## src/rtl/skew_feeder.sv

```systemverilog
// rtl/skew_feeder.sv - ping-pong operand buffer that replays a square matrix as a diagonal wavefront
// Lane j of drain step t carries element k = t - j of row/column j, zero outside the active N x N window.
module skew_feeder #(
  parameter int BITS_AB = 8,
  parameter int DIM     = 8,
  parameter int SZBITS  = $clog2(DIM + 1)
) (
  input  logic                         clk,
  input  logic                         rst,
  input  logic                         cfg_transpose,
  input  logic [SZBITS-1:0]            cfg_size,
  input  logic                         in_valid,
  output logic                         in_ready,
  input  logic [DIM-1:0][BITS_AB-1:0]  in_data,
  input  logic                         out_ready,
  output logic                         out_valid,
  output logic [DIM-1:0][BITS_AB-1:0]  out_data,
  output logic                         out_first,
  output logic                         out_last
);
  localparam int IW = (DIM > 1) ? $clog2(DIM) : 1;
  localparam int TW = SZBITS + 1;

  typedef enum logic [1:0] {
    EMPTY    = 2'd0,
    FILLING  = 2'd1,
    FULL     = 2'd2,
    DRAINING = 2'd3
  } bank_state_t;

  bank_state_t        st     [2];
  bank_state_t        st_nxt [2];
  logic               bank_mode [2];
  logic [SZBITS-1:0]  bank_n    [2];
  logic [BITS_AB-1:0] mem [2][DIM][DIM];

  logic              wr_sel, wr_sel_nxt;
  logic              rd_sel, rd_sel_nxt;
  logic              rd_oth;
  logic [IW-1:0]     wr_row, wr_row_nxt;
  logic [TW-1:0]     t, t_nxt, last_t;
  logic              ready_en;
  logic [SZBITS-1:0] cfg_n, wr_n;
  logic              wr_fire, rd_fire, wr_first;

  assign cfg_n = (cfg_size == '0 || cfg_size > SZBITS'(DIM)) ? SZBITS'(DIM) : cfg_size;

  assign rd_oth    = ~rd_sel;
  assign in_ready  = ready_en && (st[wr_sel] == EMPTY || st[wr_sel] == FILLING);
  assign out_valid = (st[rd_sel] == DRAINING);
  assign wr_fire   = in_valid && in_ready;
  assign rd_fire   = out_valid && out_ready;
  assign wr_first  = (st[wr_sel] == EMPTY);
  assign wr_n      = wr_first ? cfg_n : bank_n[wr_sel];
  assign last_t    = {bank_n[rd_sel], 1'b0} - TW'(2);

  // Write side only touches EMPTY/FILLING banks, read side only FULL/DRAINING, so updates never collide.
  always_comb begin
    st_nxt     = st;
    wr_sel_nxt = wr_sel;
    rd_sel_nxt = rd_sel;
    wr_row_nxt = wr_row;
    t_nxt      = t;
    if (wr_fire) begin
      if (SZBITS'(wr_row) == wr_n - SZBITS'(1)) begin
        st_nxt[wr_sel] = FULL;
        wr_row_nxt     = '0;
        wr_sel_nxt     = ~wr_sel;
      end else begin
        st_nxt[wr_sel] = FILLING;
        wr_row_nxt     = wr_row + IW'(1);
      end
    end
    if (st[rd_sel] == FULL) begin
      st_nxt[rd_sel] = DRAINING;
    end
    if (rd_fire) begin
      if (t == last_t) begin
        st_nxt[rd_sel] = EMPTY;
        rd_sel_nxt     = rd_oth;
        t_nxt          = '0;
        if (st[rd_oth] == FULL) begin
          st_nxt[rd_oth] = DRAINING;
        end
      end else begin
        t_nxt = t + TW'(1);
      end
    end
  end

  always_ff @(posedge clk or posedge rst) begin
    if (rst) begin
      st[0]        <= EMPTY;
      st[1]        <= EMPTY;
      bank_mode[0] <= 1'b0;
      bank_mode[1] <= 1'b0;
      bank_n[0]    <= '0;
      bank_n[1]    <= '0;
      wr_sel       <= 1'b0;
      rd_sel       <= 1'b0;
      wr_row       <= '0;
      t            <= '0;
      ready_en     <= 1'b0;
    end else begin
      st[0]    <= st_nxt[0];
      st[1]    <= st_nxt[1];
      wr_sel   <= wr_sel_nxt;
      rd_sel   <= rd_sel_nxt;
      wr_row   <= wr_row_nxt;
      t        <= t_nxt;
      ready_en <= 1'b1;
      if (wr_fire && wr_first) begin
        bank_mode[wr_sel] <= cfg_transpose;
        bank_n[wr_sel]    <= cfg_n;
      end
    end
  end

  always_ff @(posedge clk or posedge rst) begin
    if (rst) begin
      for (int b = 0; b < 2; b++) begin
        for (int r = 0; r < DIM; r++) begin
          for (int c = 0; c < DIM; c++) begin
            mem[b][r][c] <= '0;
          end
        end
      end
    end else if (wr_fire) begin
      for (int c = 0; c < DIM; c++) begin
        mem[wr_sel][wr_row][c] <= in_data[c];
      end
    end
  end

  // Output lanes are built purely from registered state, so there is no in_* to out_* path.
  always_comb begin
    out_data = '0;
    for (int j = 0; j < DIM; j++) begin
      int k;
      k = int'(t) - j;
      if (out_valid && k >= 0 && k < int'(bank_n[rd_sel]) && j < int'(bank_n[rd_sel])) begin
        if (bank_mode[rd_sel]) begin
          out_data[j] = mem[rd_sel][IW'(j)][k[IW-1:0]];
        end else begin
          out_data[j] = mem[rd_sel][k[IW-1:0]][IW'(j)];
        end
      end
    end
  end

  assign out_first = out_valid && (t == '0);
  assign out_last  = out_valid && (t == last_t);

endmodule

```

## config.mk

```make
export PLATFORM = sky130hd
export DESIGN_NAME = skew_feeder
export DESIGN_NICKNAME = d
export VERILOG_FILES = /design/src/rtl/skew_feeder.sv
export SDC_FILE = /design/constraint.sdc
export NUM_CORES = 2
export LEC_CHECK = 0
export ABC_AREA = 0
export BUFFER_PORTS_ARGS = -buffer_cell sky130_fd_sc_hd__buf_2
export CORE_UTILIZATION = 40
export CTS_BUF_LIST = sky130_fd_sc_hd__clkbuf_8
export DETAILED_ROUTE_END_ITERATION = 10
export REMOVE_ABC_BUFFERS = 1
export SLEW_MARGIN = 20
export SYNTH_ARGS = -nofsm -noshare
export SYNTH_HDL_FRONTEND = slang
export SYNTH_SLANG_ARGS = --single-unit
```

## constraint.sdc

```tcl
create_clock -name clk -period 26.6 [get_ports clk]
set_clock_uncertainty 0.1 [all_clocks]
set_input_delay 2.66 -clock clk [delete_from_list [all_inputs] [get_ports clk]]
set_output_delay 2.66 -clock clk [all_outputs]
set_load 0.02 [all_outputs]
```

==> results.json <==
{
  "grt_setup_unrepaired": "no",
  "fin_crit_ps": 8030,
  "synth_seq_cells": 793,
  "grt_pass1_wl_um": 164000,
  "worstMarginPinSlew_ps": 1100,
  "finalSetupViolCount": 0,
  "via_per_inst": 5.72,
  "vias": 23949,
  "cts_buffers": 137,
  "design_area_mm2": 0.0424,
  "routedWlPerCell_um": 25.3,
  "status": "finished clean",
  "busiest_layer": "met2",
  "min_path_type": "flop to flop",
  "grt_max_degree": 181,
  "final_cells": 4190,
  "relSlewSlack": 0.267,
  "post_dp_cell_area_mm2": 0.0397,
  "timing.rr.end": "mem[770]",
  "critPathCaptureType": "primary output",
  "gr-usage-met1": 0.301,
  "clk_pin_slew_ps": 70,
  "nFillCells": 8416,
  "finalMaxSlewViolations": 0,
  "yosys_most_used_dff": "dfrtp_1",
  "cpPeakStageDelay_ps": 710,
  "die_w_um": 311,
  "io_pins": 141,
  "worstPathArrival_ps": 5270,
  "worst_setup_path_start_kind": "flop",
  "fmax_mhz": 124,
  "root_buffer": "clkbuf_8",
  "post-place-cells": 3954,
  "gr-total-overflow": 0,
  "syn-instance-count": 2747,
  "yosysUniqueCellTypes": 64,
  "crit_fanout": 30,
  "cpMaxStageDelayCell": "inv_2",
  "cp_top_family": "buffers and inverters",
  "synth-edff-count": 0,
  "cts_resized": 0,
  "powerDensity_mw_per_mm2": 103,
  "leakagePower_nw": 19.9,
  "mostFrequentLayoutCell": "dfrtp_1",
  "cts_hold_buf": 0,
  "clock_path_buffers": 3,
  "cts_tree": "done",
  "ir_worst_vdd_uv": 61.7,
  "insertion_delay_ps": 800,
  "grt_pass1_vias": 25887,
  "r2r_slack_ps": 22890,
  "required_ps": 23840,
  "finalCritPeriodShare": 0.302,
  "hold_viol_final": 0,
  "ant_nets": 0,
  "rr_startpoint": "wr_sel",
  "io_buffers": 108,
  "routed_wl_um": 106000,
  "final_nets": 2938,
  "fin_setup_tns_ps": 0,
  "global_route.usage.met2": 0.356,
  "critPathBufInv": 4,
  "yosysWarnings": 0,
  "synthArstFlopShare": 1.00,
  "critPathCapture": "out_data[10]",
  "syn_area_per_cell_um2": 13.9,
  "dr.first_iter.drc_count": 1370,
  "hold_ws_ps": 379,
  "die_y_um": 311,
  "h-tree-depth": 4,
  "cp_cell_sequence": "inv_2 -> ha_4 -> clkinv_1 -> buf_4 -> ha_1 -> a21boi_1 -> o21a_1 -> o21ai_1 -> o2111ai_4 -> a21oi_1 -> buf_2",
  "final_cell_mix": "dfrtp_1, mux2_2, mux2_1",
  "row_count": 112,
  "ff2ff_path_depth": 6,
  "critical_path_class": "flop to primary output",
  "postCtsSetupRepairBufs": 0,
  "dieArea_mm2": 0.0964,
  "drc": 0,
  "place.gp.congestion": 0.790,
  "grt_util_met3": 0.0446,
  "crit_path_start": "t[1]",
  "yosysSeqAreaShare": 0.521,
  "core_mm2": 0.0937,
  "clock-sinks": 793,
  "drt_first_pass_iters": 5,
  "dpl.hpwl_um": 61100,
  "grt.total_usage": 0.223,
  "crit_cells": 11,
  "area_growth_pct": 11.3,
  "initial_core_util": 0.406,
  "synth_area_mm2": 0.0381,
  "total_power_mw": 4.37,
  "cap_viol_max_count": 0,
  "drive_gt1_frac": 0.364,
  "grt_antenna_before_repair": 12
}
-- where the power goes --
part	internal [mW]	leakage, nW	switching [mW]
combinational	0.702	7.72	0.836
sequential	1.55	10.7	0.204
clock	0.584	1.50	0.495
-- flip-flops by register name, indices dropped and copies added (netlist names) --
signal	count
rd_sel	1
st	4
wr_row	3
wr_sel	1
bank_mode	2
mem	768
t	5
ready_en	1
bank_n	8
-- how the worst min path moves through the flow --
stage                     startpoint       end  depth (start not counted)
after floorplan             mem[960]  mem[960]                          1
after global placement      mem[388]  mem[388]                          1
after detailed placement    mem[411]  mem[411]                          1
after CTS                   mem[411]  mem[411]                          1
after global routing        mem[963]  mem[963]                          1
final                       mem[455]  mem[455]                          1
-- final cells by class --
| cell class | instances | area [um^2] | share of cell area |
|---|---|---|---|
| clock buffer | 171 | 2350 | 0.0555 |
| antenna | 5 | 12.5 | 0.000295 |
| timing repair buffer | 160 | 1000 | 0.0237 |
| tap | 1254 | 1570 | 0.0370 |
| clock inverter | 58 | 295 | 0.00697 |
| sequential | 793 | 19900 | 0.468 |
| inverter | 15 | 71.3 | 0.00168 |
| multi-input combinational | 1734 | 17200 | 0.406 |
-- stage by stage --
stage / util / worst slack (ps)
final: 0.452 / 18570
after detailed placement: 0.423 / 19390
after global routing: 0.452 / 18320
after CTS: 0.451 / 18500
after global placement: 0.423 / 19390
after floorplan: - / 1570
-- synthesized netlist by cell type, types with 4 or more instances --
cell	count	area, um^2
a21oi_1	57	285
buf_1	23	86.3
buf_2	80	400
buf_4	52	390
buf_6	5	56.3
clkbuf_1	76	285
dfrtp_1	793	19800
ha_1	24	300
inv_1	10	37.5
mux2_1	229	2580
mux2_2	549	6180
mux2i_1	181	1810
mux4_2	129	2910
nand2_1	115	432
nand2b_1	8	50.1
nand3_1	18	90.1
nor2_1	98	368
nor2b_1	6	37.5
nor3_1	18	90.1
o21a_1	4	30.0
o21ai_0	89	445
o21ai_1	42	210
o221ai_1	48	420
o22ai_1	19	119
xnor2_1	7	61.3
xor2_1	7	61.3
-- logic make-up after synthesis --
logic type,count (synthesis),share of synthesized area
flip-flops,793,0.521
multiplexers,1089,0.354
AND/OR/NAND/NOR,288,0.0335
adder cells (fa/ha/maj),24,0.00788
XOR/XNOR,15,0.00365
buffers and inverters,251,0.0335
AO/OA/AOI/OAI,285,0.0457
other,2,0.000197
-- routing by layer --
layer / part of all wire / vias to the layer above
met1: 0.44 / 12819
met5: 0.00028 / -
met2: 0.48 / 691
li1: - / 10244
met4: 0.029 / 6
met3: 0.053 / 189
(Power assumes the default switching activity.)
